`src/rtl/time_keeper_pkg.sv`:
```
// Shared types, BCD limits and helpers for the time-of-day / alarm keeper.
package time_keeper_pkg;

  localparam int unsigned BCD_W  = 4;
  localparam int unsigned HHMM_W = 4 * BCD_W;

  localparam logic [2*BCD_W-1:0] MAX_HOUR_BCD = 8'h23;
  localparam logic [2*BCD_W-1:0] MAX_MIN_BCD  = 8'h59;

  typedef struct packed {
    logic [BCD_W-1:0] h10;
    logic [BCD_W-1:0] h1;
    logic [BCD_W-1:0] m10;
    logic [BCD_W-1:0] m1;
  } hhmm_t;

  localparam hhmm_t TIME_RESET  = 16'h0000;
  localparam hhmm_t ALARM_RESET = 16'h0700;

  typedef enum logic [1:0] {
    MODE_RUN       = 2'd0,
    MODE_SET_TIME  = 2'd1,
    MODE_SET_ALARM = 2'd2
  } mode_e;

  // Two-digit BCD increment that wraps to 00 after max_v.
  function automatic logic [2*BCD_W-1:0] bcd2_inc(input logic [2*BCD_W-1:0] v,
                                                   input logic [2*BCD_W-1:0] max_v);
    logic [2*BCD_W-1:0] r;
    if (v == max_v) begin
      r = '0;
    end else if (v[BCD_W-1:0] == BCD_W'(9)) begin
      r = {v[2*BCD_W-1:BCD_W] + BCD_W'(1), BCD_W'(0)};
    end else begin
      r = {v[2*BCD_W-1:BCD_W], v[BCD_W-1:0] + BCD_W'(1)};
    end
    return r;
  endfunction

endpackage

```
`src/rtl/time_keeper_bcd_hhmm_counter.sv`:
```
// One HH:MM BCD register with run-advance (carrying) and manual (non-carrying) increments.
module time_keeper_bcd_hhmm_counter
  import time_keeper_pkg::*;
#(
  parameter hhmm_t RESET_VAL = TIME_RESET
) (
  input  logic              i_Clk,
  input  logic              i_Reset,
  input  logic              i_Inc_Min_Carry,
  input  logic              i_Inc_Min_NoCarry,
  input  logic              i_Inc_Hour,
  output logic [HHMM_W-1:0] o_Hhmm
);

  hhmm_t              cur;
  hhmm_t              nxt;
  logic [2*BCD_W-1:0] min_bcd;
  logic [2*BCD_W-1:0] hour_bcd;
  logic               min_wrap;
  logic               hour_step;

  // Only the run advance carries a minute wrap into the hours.
  always_comb begin
    nxt       = cur;
    min_bcd   = {cur.m10, cur.m1};
    hour_bcd  = {cur.h10, cur.h1};
    min_wrap  = (min_bcd == MAX_MIN_BCD);
    hour_step = i_Inc_Hour | (i_Inc_Min_Carry & min_wrap);
    if (i_Inc_Min_Carry | i_Inc_Min_NoCarry) begin
      {nxt.m10, nxt.m1} = bcd2_inc(min_bcd, MAX_MIN_BCD);
    end
    if (hour_step) begin
      {nxt.h10, nxt.h1} = bcd2_inc(hour_bcd, MAX_HOUR_BCD);
    end
  end

  always_ff @(posedge i_Clk or posedge i_Reset) begin
    if (i_Reset) begin
      cur <= RESET_VAL;
    end else begin
      cur <= nxt;
    end
  end

  assign o_Hhmm = cur;

endmodule

```
`src/rtl/time_keeper.sv`:
```
// Time-of-day and alarm setpoint keeper: seconds prescaler, HH:MM run counter and
// button-driven set modes feeding the master controller and display mux.
module time_keeper
  import time_keeper_pkg::*;
#(
  parameter int unsigned CLKS_PER_SEC = 25_000_000,
  parameter int unsigned SEC_PER_MIN  = 60
) (
  input  logic              i_Clk,
  input  logic              i_Reset,
  input  logic              i_Change_Time,
  input  logic              i_Change_Alarm,
  input  logic              i_Hours_Inc,
  input  logic              i_Minutes_Inc,
  output logic [HHMM_W-1:0] o_Time,
  output logic [HHMM_W-1:0] o_Alarm_Time,
  output logic              o_Sec_Tick
);

  localparam int unsigned PRE_W = $clog2(CLKS_PER_SEC);
  localparam int unsigned SEC_W = (SEC_PER_MIN > 1) ? $clog2(SEC_PER_MIN) : 1;
  localparam logic [PRE_W-1:0] PRE_LAST = PRE_W'(CLKS_PER_SEC - 1);
  localparam logic [SEC_W-1:0] SEC_LAST = SEC_W'(SEC_PER_MIN - 1);

  mode_e            mode;
  logic [PRE_W-1:0] prescaler;
  logic [SEC_W-1:0] seconds;
  logic             hours_prev;
  logic             minutes_prev;
  logic             hours_edge;
  logic             minutes_edge;
  logic             pre_term;
  logic             sec_term;
  logic             run_adv;
  logic             time_set;
  logic             alarm_set;

  // Time-set wins over alarm-set, matching the display-select priority.
  always_comb begin
    mode = MODE_RUN;
    if (i_Change_Time) begin
      mode = MODE_SET_TIME;
    end else if (i_Change_Alarm) begin
      mode = MODE_SET_ALARM;
    end
  end

  always_comb begin
    time_set     = (mode == MODE_SET_TIME);
    alarm_set    = (mode == MODE_SET_ALARM);
    hours_edge   = i_Hours_Inc & ~hours_prev;
    minutes_edge = i_Minutes_Inc & ~minutes_prev;
    pre_term     = (prescaler == PRE_LAST);
    sec_term     = (seconds == SEC_LAST);
    run_adv      = ~time_set & pre_term & sec_term;
  end

  // Edge history runs in every mode so a button held across a mode change never counts.
  always_ff @(posedge i_Clk or posedge i_Reset) begin
    if (i_Reset) begin
      hours_prev   <= 1'b0;
      minutes_prev <= 1'b0;
    end else begin
      hours_prev   <= i_Hours_Inc;
      minutes_prev <= i_Minutes_Inc;
    end
  end

  always_ff @(posedge i_Clk or posedge i_Reset) begin
    if (i_Reset) begin
      prescaler  <= '0;
      seconds    <= '0;
      o_Sec_Tick <= 1'b0;
    end else if (time_set) begin
      prescaler  <= '0;
      seconds    <= '0;
      o_Sec_Tick <= 1'b0;
    end else begin
      o_Sec_Tick <= pre_term;
      if (pre_term) begin
        prescaler <= '0;
        seconds   <= sec_term ? '0 : seconds + SEC_W'(1);
      end else begin
        prescaler <= prescaler + PRE_W'(1);
      end
    end
  end

  time_keeper_bcd_hhmm_counter #(
    .RESET_VAL (TIME_RESET)
  ) u_time (
    .i_Clk             (i_Clk),
    .i_Reset           (i_Reset),
    .i_Inc_Min_Carry   (run_adv),
    .i_Inc_Min_NoCarry (time_set & minutes_edge),
    .i_Inc_Hour        (time_set & hours_edge),
    .o_Hhmm            (o_Time)
  );

  time_keeper_bcd_hhmm_counter #(
    .RESET_VAL (ALARM_RESET)
  ) u_alarm (
    .i_Clk             (i_Clk),
    .i_Reset           (i_Reset),
    .i_Inc_Min_Carry   (1'b0),
    .i_Inc_Min_NoCarry (alarm_set & minutes_edge),
    .i_Inc_Hour        (alarm_set & hours_edge),
    .o_Hhmm            (o_Alarm_Time)
  );

endmodule

```
`config.mk`:
```
export PLATFORM = sky130hd
export DESIGN_NAME = time_keeper
export DESIGN_NICKNAME = d
export VERILOG_FILES = /design/src/rtl/time_keeper_pkg.sv /design/src/rtl/time_keeper_bcd_hhmm_counter.sv /design/src/rtl/time_keeper.sv
export SDC_FILE = /design/constraint.sdc
export NUM_CORES = 1
export LEC_CHECK = 0
export ABC_CLOCK_PERIOD_IN_PS = 3400
export CAP_MARGIN = 20
export CORE_MARGIN = 2
export CORE_UTILIZATION = 35
export CTS_BUF_LIST = sky130_fd_sc_hd__clkbuf_8
export DETAILED_ROUTE_END_ITERATION = 10
export PLACE_DENSITY = 0.59
export SYNTH_ARGS = -nofsm -noshare
export SYNTH_HDL_FRONTEND = slang
export SYNTH_SLANG_ARGS = --single-unit
```
`constraint.sdc`:
```
create_clock -name i_Clk -period 3.4 [get_ports i_Clk]
set_clock_uncertainty 0.2 [all_clocks]
set_input_delay 0.68 -clock i_Clk [delete_from_list [all_inputs] [get_ports i_Clk]]
set_output_delay 0.68 -clock i_Clk [all_outputs]
set_load 0.02 [all_outputs]
```
==> results of run 1 <==
per-stage QoR:
| step | hold slack [ns] | total power, µW | utilization | instances |
|---|---|---|---|---|
| 6_report | 0.286 | 2680 | 0.439 | 547 |
| 5_1_grt | 0.302 | 2880 | 0.439 | 547 |
| 4_1_cts | 0.290 | 2720 | 0.439 | 547 |
| 3_5_place_dp | 0.270 | 2030 | 0.419 | 531 |
| 3_3_place_gp | 0.273 | 2010 | 0.419 | 531 |
| 2_1_floorplan | 0.247 | 1630 | - | 364 |
metal layers:
metal,vias up,routed length (µm),track usage
met5,-,0,0
met4,0,69,0.0381
met3,8,351,0.0480
met2,56,3580,0.244
met1,1357,3490,0.194
li1,1389,-,-
state kept, by name, indices dropped and copies added (netlist names):
register	count
prescaler	25
hours_prev	1
seconds	6
u_alarm.o_Hhmm	16
minutes_prev	1
o_Sec_Tick	1
u_time.o_Hhmm	16
worst max-delay path, stage by stage, from the launching register on:
cell and delay (ns):
dfrtp_1 0.41, ha_1 0.24, nand2_1 0.14, or4_4 0.57, or2_1 0.39, or4_1 0.44, a21oi_1 0.17
path summary, 6_finish.rpt:
| path | start | to | slack (ns) | cells past startpoint |
|---|---|---|---|---|
| max reg2reg | prescaler[0] | seconds[2] | 0.75 | 6 |
| min | seconds[5] | seconds[5] | 0.29 | 1 |
| max | prescaler[0] | seconds[2] | 0.75 | 6 |
| min in group asynchronous | i_Reset | u_alarm.o_Hhmm[12] | 0.56 | 2 |
| min reg2reg | seconds[5] | seconds[5] | 0.29 | 1 |
| max in group asynchronous | i_Reset | prescaler[22] | 1.70 | 3 |
cells in the mapped netlist, types with 3 or more instances:
master | number | area share
nor3_1 | 3 | 0.0042
xnor2_1 | 6 | 0.015
buf_2 | 3 | 0.0042
nand4_1 | 13 | 0.023
xor2_1 | 22 | 0.054
o21ai_1 | 4 | 0.0056
nand2b_1 | 3 | 0.0053
a21o_1 | 4 | 0.0084
ha_1 | 18 | 0.063
or3_1 | 3 | 0.0053
o211ai_1 | 7 | 0.015
and3_1 | 15 | 0.026
o21ai_0 | 12 | 0.017
nor4bb_1 | 3 | 0.0084
o31ai_1 | 3 | 0.0063
inv_1 | 14 | 0.015
nand3_1 | 23 | 0.032
clkbuf_1 | 8 | 0.0084
a21oi_1 | 10 | 0.014
and2_1 | 8 | 0.014
nor2_1 | 39 | 0.041
dfrtp_1 | 63 | 0.44
mux2_2 | 3 | 0.0094
nand4bb_1 | 3 | 0.0094
mux2_1 | 5 | 0.016
dfstp_2 | 3 | 0.022
and4_1 | 3 | 0.0074
or4_1 | 3 | 0.0063
and3b_1 | 3 | 0.0074
nand2_1 | 28 | 0.029
cells by family after synthesis:
logic type,share of synthesized area
DFF,0.463
muxes,0.0252
AOI/OAI and AO/OA,0.0973
buffers and inverters,0.0283
xor gates and xnor gates,0.0686
adders and majority gates,0.0630
and+or+nand+nor,0.254
where the power goes:
part	switching, µW	internal, µW	leakage [µW]
clock	313	358	0.0000945
combinational	451	430	0.000934
sequential	196	936	0.000856
layout make-up:
cell class / count / area, µm² / share of cell area
Tap cell: 133 / 166 / 0.0384
Clock inverter: 6 / 66.3 / 0.0153
Sequential cell: 66 / 1660 / 0.382
Clock buffer: 10 / 138 / 0.0318
Multi-Input combinational cell: 272 / 1820 / 0.420
Inverter: 15 / 56.3 / 0.0130
Timing Repair Buffer: 45 / 433 / 0.0999
==> metrics.yaml, run 1 <==
outcome:
  status: "finished clean"
global_routing:
  grt_max_degree: 35
  grt_first_pass_wirelength_um: 13600
  gr-total-overflow: 0
  antenna_found_initial: 0
  grt.total_usage: 0.150
  grt_pass1_vias: 2806
timing:
  slew_violations: 0
  max_freq_mhz: 377
  finalCritPeriodShare: 0.780
  worstMarginPinSlew_ns: 0.692
  hold_viol_final: 0
  timing.setup.tns_ns: 0
  rsz0062_at_grt: "false"
  max-slew-margin-rel: 0.538
  finalSetupViolations: 0
  setup_ws_ns: 0.748
  period_minus_slack_ns: 2.65
final_layout:
  final_common_cell: "dfrtp_1"
  area_delta_synth_final_pct: 21.2
  stdcell_area_mm2: 0.00433
  fillCellCount: 938
  drive_gt1_frac: 0.0894
  mostFrequentLayoutCells: "63 x dfrtp_1, 39 x nor2_1, 38 x clkdlybuf4s50_1, 28 x nand2_1, 23 x nand3_1"
  nets: 433
  diodes: 0
setup_path:
  end_kind: "flop"
  crit_path_max_fanout: 12
  worstSetupPathType: "flop to flop"
  cp-start-kind: "flop"
  required_ns: 3.47
  critical_path_arrival_ns: 2.72
clock_network:
  cts_hold_buffers: 0
  cts_sinks: 66
  clk_path_buf_depth: 2
  clock-root-buffer: "clkbuf_8"
  clk_latency_ns: 0.35
  post_cts_buffers: 0
  tritoncts: "built"
  cts-htree-levels: 3
  cts_repair_resize_count: 0
  cts_buffers: 9
  clk_pin_slew_ns: 0.08
synthesis:
  synth_edf_count: 0
  yosys_warnings: 0
  synth_seq_cells: 66
  ys_seq_area_frac: 0.463
  synth_area_mm2: 0.00357
  ys_types: 54
  async_reset_ff_frac: 1.00
  avgSynthCellArea_um2: 9.82
  synthCells: 364
  synth_top_flop_cell: "dfrtp_1"
  syn-num-nets: 388
routing:
  route.antenna.remaining_nets: 0
  wirelength_um: 7490
  dr.pass1.iters: 4
  drt_iter0_markers: 114
  routedWlPerCell_um: 13.7
  vias_per_cell: 5.14
  via_count: 2810
  drc_errors: 0
hold_path:
  hp-class: "flop to flop"
floorplan:
  rows: 36
  coreArea_mm2: 0.00986
  die-area_mm2: 0.0110
  pin_count: 39
  die_w_um: 105
  fp.dieH_um: 105
  initial_core_util: 0.362
placed_design:
  place.port_buffers: 38
  gp_congestion: 0.851
  pre_cts_slack_ns: 0.610
  hpwl_um: 5370
  dpl_cell_area_mm2: 0.00413
flow_run:
  maxCapViolations: 0
power:
  ir_worst_vdd_mv: 0.273
  p_per_area_mw_per_mm2: 619
  p_leak_uw: 0.00188
No activity file was read; power rests on OpenSTA's default activity.
==> run 2, diff against run 1 <==
Settings changed: ABC_CLOCK_PERIOD_IN_PS 3400 to 2700.
Clock period 3.4 ns to 2.7 ns, I/O delays scaled along.
==> run 2 against run 1 <==
Clock power up 41%. Cell count up 0.91%. Cell area up 2.0%. Register-to-register slack worse by 0.51 ns. Combinational power up 26%. Count of clock-buffer cells in the layout unchanged. Utilization up 0.89 points. Critical endpoint unchanged.
==> metrics.yaml, run 2 (same netlist as run 1, synthesis figures left out) <==
outcome:
  status: "finished clean"
setup_path:
  end_kind: "flop"
  crit_path_max_fanout: 12  # unchanged
  startpoint: "prescaler[0]"
  critical_path_arrival_ns: 2.54  # -0.18 ns
  worstSetupPathType: "flop to flop"
  cp-start-kind: "flop"
  cp_slowest_stage_delay_ns: 0.55  # -0.02 ns
  crit_chain: "ha_1 -> nand2_1 -> or4_4 -> or2_4 -> or4_1 -> a21oi_1"
  required_ns: 2.77  # -0.70 ns
  worst-r2r-setup-slack_ns: 0.23  # -0.51 ns
  reg2reg_depth: 6  # unchanged
  r2r_start: "prescaler[0]"
  cp_slowest_cell: "or4_4"
floorplan:
  die_w_um: 105  # unchanged
  rows: 36  # unchanged
  fp.dieH_um: 105  # unchanged
  die-area_mm2: 0.0110  # unchanged
  initial_core_util: 0.362  # unchanged
  coreArea_mm2: 0.00986  # unchanged
  pin_count: 39  # unchanged
global_routing:
  grt_first_pass_wirelength_um: 12800  # -5.3%
  antenna_found_initial: 0  # unchanged
  grt_max_degree: 67  # +91%
  met2_usage: 0.238  # -0.00603
  grt.total_usage: 0.142  # -0.00807
  grt_pass1_vias: 2784  # -0.78%
  gr-total-overflow: 0  # unchanged
  met1_usage: 0.178  # -0.0156
  use_met3: 0.0399  # -0.00811
  busiest_layer: "met2"
final_layout:
  nets: 438  # +1.2%
  largest_reg_flops: 25  # unchanged
  area_delta_synth_final_pct: 23.7
  mostFrequentLayoutCells: "63 x dfrtp_1, 39 x nor2_1, 38 x clkdlybuf4s50_1, 28 x nand2_1, 23 x nand3_1"
  largest-register: "prescaler"
  fillCellCount: 946  # +0.85%
  diodes: 0  # unchanged
  drive_gt1_frac: 0.103  # +0.0133
  final_common_cell: "dfrtp_1"
power:
  p_per_area_mw_per_mm2: 788  # +27%
  ir_worst_vdd_mv: 0.392  # +43%
  p_leak_uw: 0.00194  # +2.7%
routing:
  vias_per_cell: 5.13  # -0.24%
  drc_errors: 0  # unchanged
  routedWlPerCell_um: 13.4  # -2.5%
  via_count: 2829  # +0.68%
  wirelength_um: 7370  # -1.6%
  dr.pass1.iters: 4  # unchanged
  route.antenna.remaining_nets: 0  # unchanged
  drt_iter0_markers: 87  # -24%
placed_design:
  place.port_buffers: 38  # unchanged
  hpwl_um: 5090  # -5.2%
  gp_congestion: 0.794  # -6.7%
  pre_cts_slack_ns: 0.133  # -0.477 ns
timing:
  finalCritPeriodShare: 0.914  # +0.134
  worstMarginPinSlew_ns: 0.664  # -0.0275 ns
  max_freq_mhz: 405  # +7.5%
  finalSetupViolations: 0  # unchanged
  max-slew-margin-rel: 0.556  # +0.0174
  period_minus_slack_ns: 2.47  # -0.186 ns
  slew_violations: 0  # unchanged
  rsz0062_at_grt: "false"
  setup_ws_ns: 0.233  # -0.514 ns
  timing.setup.tns_ns: 0  # unchanged
  hold_viol_final: 0  # unchanged
clock_network:
  cts_sinks: 66  # unchanged
  cts-htree-levels: 3  # unchanged
  clock-root-buffer: "clkbuf_8"
  post_cts_buffers: 0  # unchanged
  clk_path_buf_depth: 2  # unchanged
  clk_pin_slew_ns: 0.08  # about the same
  tritoncts: "built"
  cts_buffers: 9  # unchanged
  clk_latency_ns: 0.35  # about the same
hold_path:
  holdCritStartpoint: "seconds[5]"
  hold_depth: 1  # unchanged
  hp-class: "flop to flop"
flow_run:
  maxCapViolations: 0  # unchanged
==> run 2: repair_timing <==
item | 4_1_cts | 5_1_grt
setup endpoints to repair | 0 | 1
endpoints found under the hold margin | 0 | 0
resized for setup | 0 | 1
hold buffers | 0 | 0
==> run 2: path summary, 6_finish.rpt <==
kind                                      end
max reg2reg                        seconds[2]
min in group asynchronous  u_alarm.o_Hhmm[14]
max in group asynchronous   u_alarm.o_Hhmm[9]
min reg2reg                        seconds[5]
max                                seconds[2]
min                                seconds[5]
==> run 2: worst max-delay path, delay by kind of cell, from the launching register on <==
family	cells	cell delay (ns)
adders and majority gates	1	0.23
and+or+nand+nor	4	1.40
DFF	1	0.41
AOI/OAI and AO/OA	1	0.14
==> run 2: routing by layer <==
layer | vias up | share of wire
met3 | 8 | 0.037
met4 | 0 | 0.0090
met1 | 1383 | 0.47
met2 | 39 | 0.48
met5 | - | 0
li1 | 1399 | -
==> run 2: power by group <==
group	internal, µW	switching (µW)	total (µW)
sequential	1180	241	1420
combinational	553	562	1110
clock	547	402	948
==> run 2: layout make-up <==
| class | count | area (µm²) | share of cell area |
|---|---|---|---|
| tap | 133 | 166 | 0.0376 |
| clock inverter | 6 | 88.8 | 0.0201 |
| inverter | 15 | 56.3 | 0.0127 |
| sequential | 66 | 1660 | 0.374 |
| timing repair buffer | 50 | 495 | 0.112 |
| multi-input combinational | 272 | 1820 | 0.412 |
| clock buffer | 10 | 138 | 0.0311 |
==> run 2: metrics by stage <==
step	std cells	total power [µW]	hold slack [ns]	instance area, µm²	utilization
after floorplan	364	2050	0.247	3570	-
after global placement	536	2540	0.273	4190	0.425
after detailed placement	536	2570	0.275	4190	0.425
after CTS	552	3530	0.284	4420	0.448
after global routing	552	3710	0.309	4420	0.448
final	552	3480	0.286	4420	0.448
==> run 3, diff against run 2 <==
Settings changed: CELL_PAD_IN_SITES_DETAIL_PLACEMENT set to 1, CELL_PAD_IN_SITES_GLOBAL_PLACEMENT set to 1, PLACE_DENSITY 0.59 to 0.71.
==> run 3 against run 2 <==
Cell area rose by 0.20%. First-iteration DRC count rose by 25%. Cell count rose by 0.72%. Register-to-register slack got worse by 0.11 ns. Hold slack got worse by 0.017 ns. Sequential share of layout area fell by 0.074 points. Count of clock-buffer cells in the layout rose by 2. Sequential power barely moved. Critical path depth did not move. Flip-flop and latch count did not move. Largest cell class unchanged. Non-clock buffer count rose by 4.
==> metrics.yaml, run 3 (same netlist as run 1, synthesis figures left out) <==
outcome:
  status: "finished clean"
timing:
  hold_viol_final: 0  # unchanged
  finalCritPeriodShare: 0.955  # +0.0417
  max_freq_mhz: 388  # -4.4%
  slew_violations: 0  # unchanged
  worstMarginPinSlew_ns: 0.482  # -0.182 ns
  max-slew-margin-rel: 0.676  # +0.120
  timing.setup.tns_ns: 0  # unchanged
  period_minus_slack_ns: 2.58  # +0.113 ns
  rsz0062_at_grt: "false"
  finalSetupViolations: 0  # unchanged
routing:
  via_count: 2904  # +2.7%
  route.antenna.remaining_nets: 0  # unchanged
  drc_errors: 0  # unchanged
  vias_per_cell: 5.22  # +1.9%
  dr.pass1.iters: 4  # unchanged
  routedWlPerCell_um: 15.3  # +14%
  drt_iter0_markers: 109  # +25%
  wirelength_um: 8480  # +15%
power:
  p_leak_uw: 0.00196  # +1.3%
  ir_worst_vdd_mv: 0.321  # -18%
  p_total_uw: 3440  # -1.3%
  p_per_area_mw_per_mm2: 776  # -1.5%
final_layout:
  multi_input_area_mm2: 0.00182  # -0.14%
  area_delta_synth_final_pct: 23.9
  finish.utilization: 0.449  # +0.000888
  largest_reg_flops: 25  # unchanged
  drive_gt1_frac: 0.104  # +0.00139
  mostFrequentLayoutCells: "63 x dfrtp_1, 39 x nor2_1, 38 x clkdlybuf4s50_1, 28 x nand2_1, 23 x nand3_1"
  ff_latch_area_mm2: 0.00166  # unchanged
  nets: 442  # +0.91%
  diodes: 0  # unchanged
  fin_cells: 556  # +0.72%
  final_common_cell: "dfrtp_1"
  fillCellCount: 1125  # +19%
  largest-register: "prescaler"
clock_network:
  post_cts_buffers: 0  # unchanged
  cts_repair_resize_count: 0  # unchanged
  clk_path_buf_depth: 2  # unchanged
  clk_pin_slew_ns: 0.07  # about the same
  cts_hold_buffers: 0  # unchanged
  cts_buffers: 9  # unchanged
  clk_latency_ns: 0.34  # about the same
  tritoncts: "built"
  cts_sinks: 66  # unchanged
  clock-root-buffer: "clkbuf_8"
  cts-htree-levels: 3  # unchanged
hold_path:
  hp-class: "primary input to asynchronous set/reset pin"
floorplan:
  coreArea_mm2: 0.00986  # unchanged
  fp.dieH_um: 105  # unchanged
  initial_core_util: 0.362  # unchanged
  die_w_um: 105  # unchanged
  pin_count: 39  # unchanged
  die-area_mm2: 0.0110  # unchanged
  rows: 36  # unchanged
setup_path:
  crit_path_max_fanout: 12  # unchanged
  cp_slowest_cell: "or4_4"
  cp_slowest_stage_delay_ns: 0.55  # about the same
  worstSetupPathType: "flop to flop"
  critical_path_arrival_ns: 2.64  # +0.10 ns
  required_ns: 2.76  # about the same
  cp-start-kind: "flop"
  crit_chain: "ha_1 -> nand2_1 -> or4_4 -> or2_1 -> or4_1 -> a21oi_1"
  startpoint: "prescaler[0]"
  end_kind: "flop"
  r2r_start: "prescaler[0]"
global_routing:
  grt_first_pass_wirelength_um: 14600  # +14%
  grt.total_usage: 0.162  # +0.0199
  antenna_found_initial: 0  # unchanged
  grt_max_degree: 26  # -61%
  grt_pass1_vias: 3051  # +9.6%
  gr-total-overflow: 0  # unchanged
placed_design:
  place.port_buffers: 38  # unchanged
  placed_cells: 540  # +0.75%
  hpwl_um: 6200  # +22%
  gp_congestion: 0.773  # -2.7%
flow_run:
  maxCapViolations: 0  # unchanged
[run 3: changes by cell type in the layout (fill, tap and decap cells not counted), sizes merged]
cell	delta
buf	+4
clkinvlp	-2
clkbuf	+2
inv	+1
bufinv	-1
[run 3: path summary, 6_finish.rpt]
path                                      to  slack (ns)  cells past startpoint
min in group i_Clk         u_time.o_Hhmm[15]        0.30                      1
setup / recovery                  seconds[2]        0.12                      6
hold / removal             u_alarm.o_Hhmm[5]        0.27                      2
hold reg to reg            u_time.o_Hhmm[15]        0.30                      1
setup reg to reg                  seconds[2]        0.12                      6
max in group asynchronous  u_alarm.o_Hhmm[9]        1.48                      3
[run 3: metrics by stage]
step / setup WS (ns) / hold WS (ns) / cell area (µm²)
2_1_floorplan: 0.310 / 0.247 / 3570
4_1_cts: 0.121 / 0.270 / 4430
3_3_place_gp: 0.163 / 0.279 / 4220
3_5_place_dp: 0.141 / 0.289 / 4220
6_report: 0.121 / 0.269 / 4430
5_1_grt: 0.00615 / 0.282 / 4430
[run 3: worst max-delay path, delay by kind of cell, from the launching register on]
family | cells | cell delay (ns)
flops | 1 | 0.41
fa+ha+maj | 1 | 0.22
compound gates | 1 | 0.15
simple gates | 4 | 1.54
[run 3: layout make-up]
cell class / instances / share of cell area
inverter: 15 / 0.0127
clock buffer: 12 / 0.0373
clock inverter: 4 / 0.00960
tap: 133 / 0.0376
multi-input combinational: 272 / 0.410
sequential: 66 / 0.374
timing repair buffer: 54 / 0.119
[run 3: power by group]
part,switching [µW],internal (µW)
clock,371,495
sequential,249,1180
combinational,586,558
total,1210,2230
[run 3: metal layers]
layer / vias to the layer above / wire length (µm) / GRT usage
li1: 1406 / - / -
met2: 39 / 4260 / 0.282
met5: - / 0 / 0
met4: 0 / 90 / 0.0410
met1: 1450 / 3920 / 0.201
met3: 9 / 203 / 0.0387
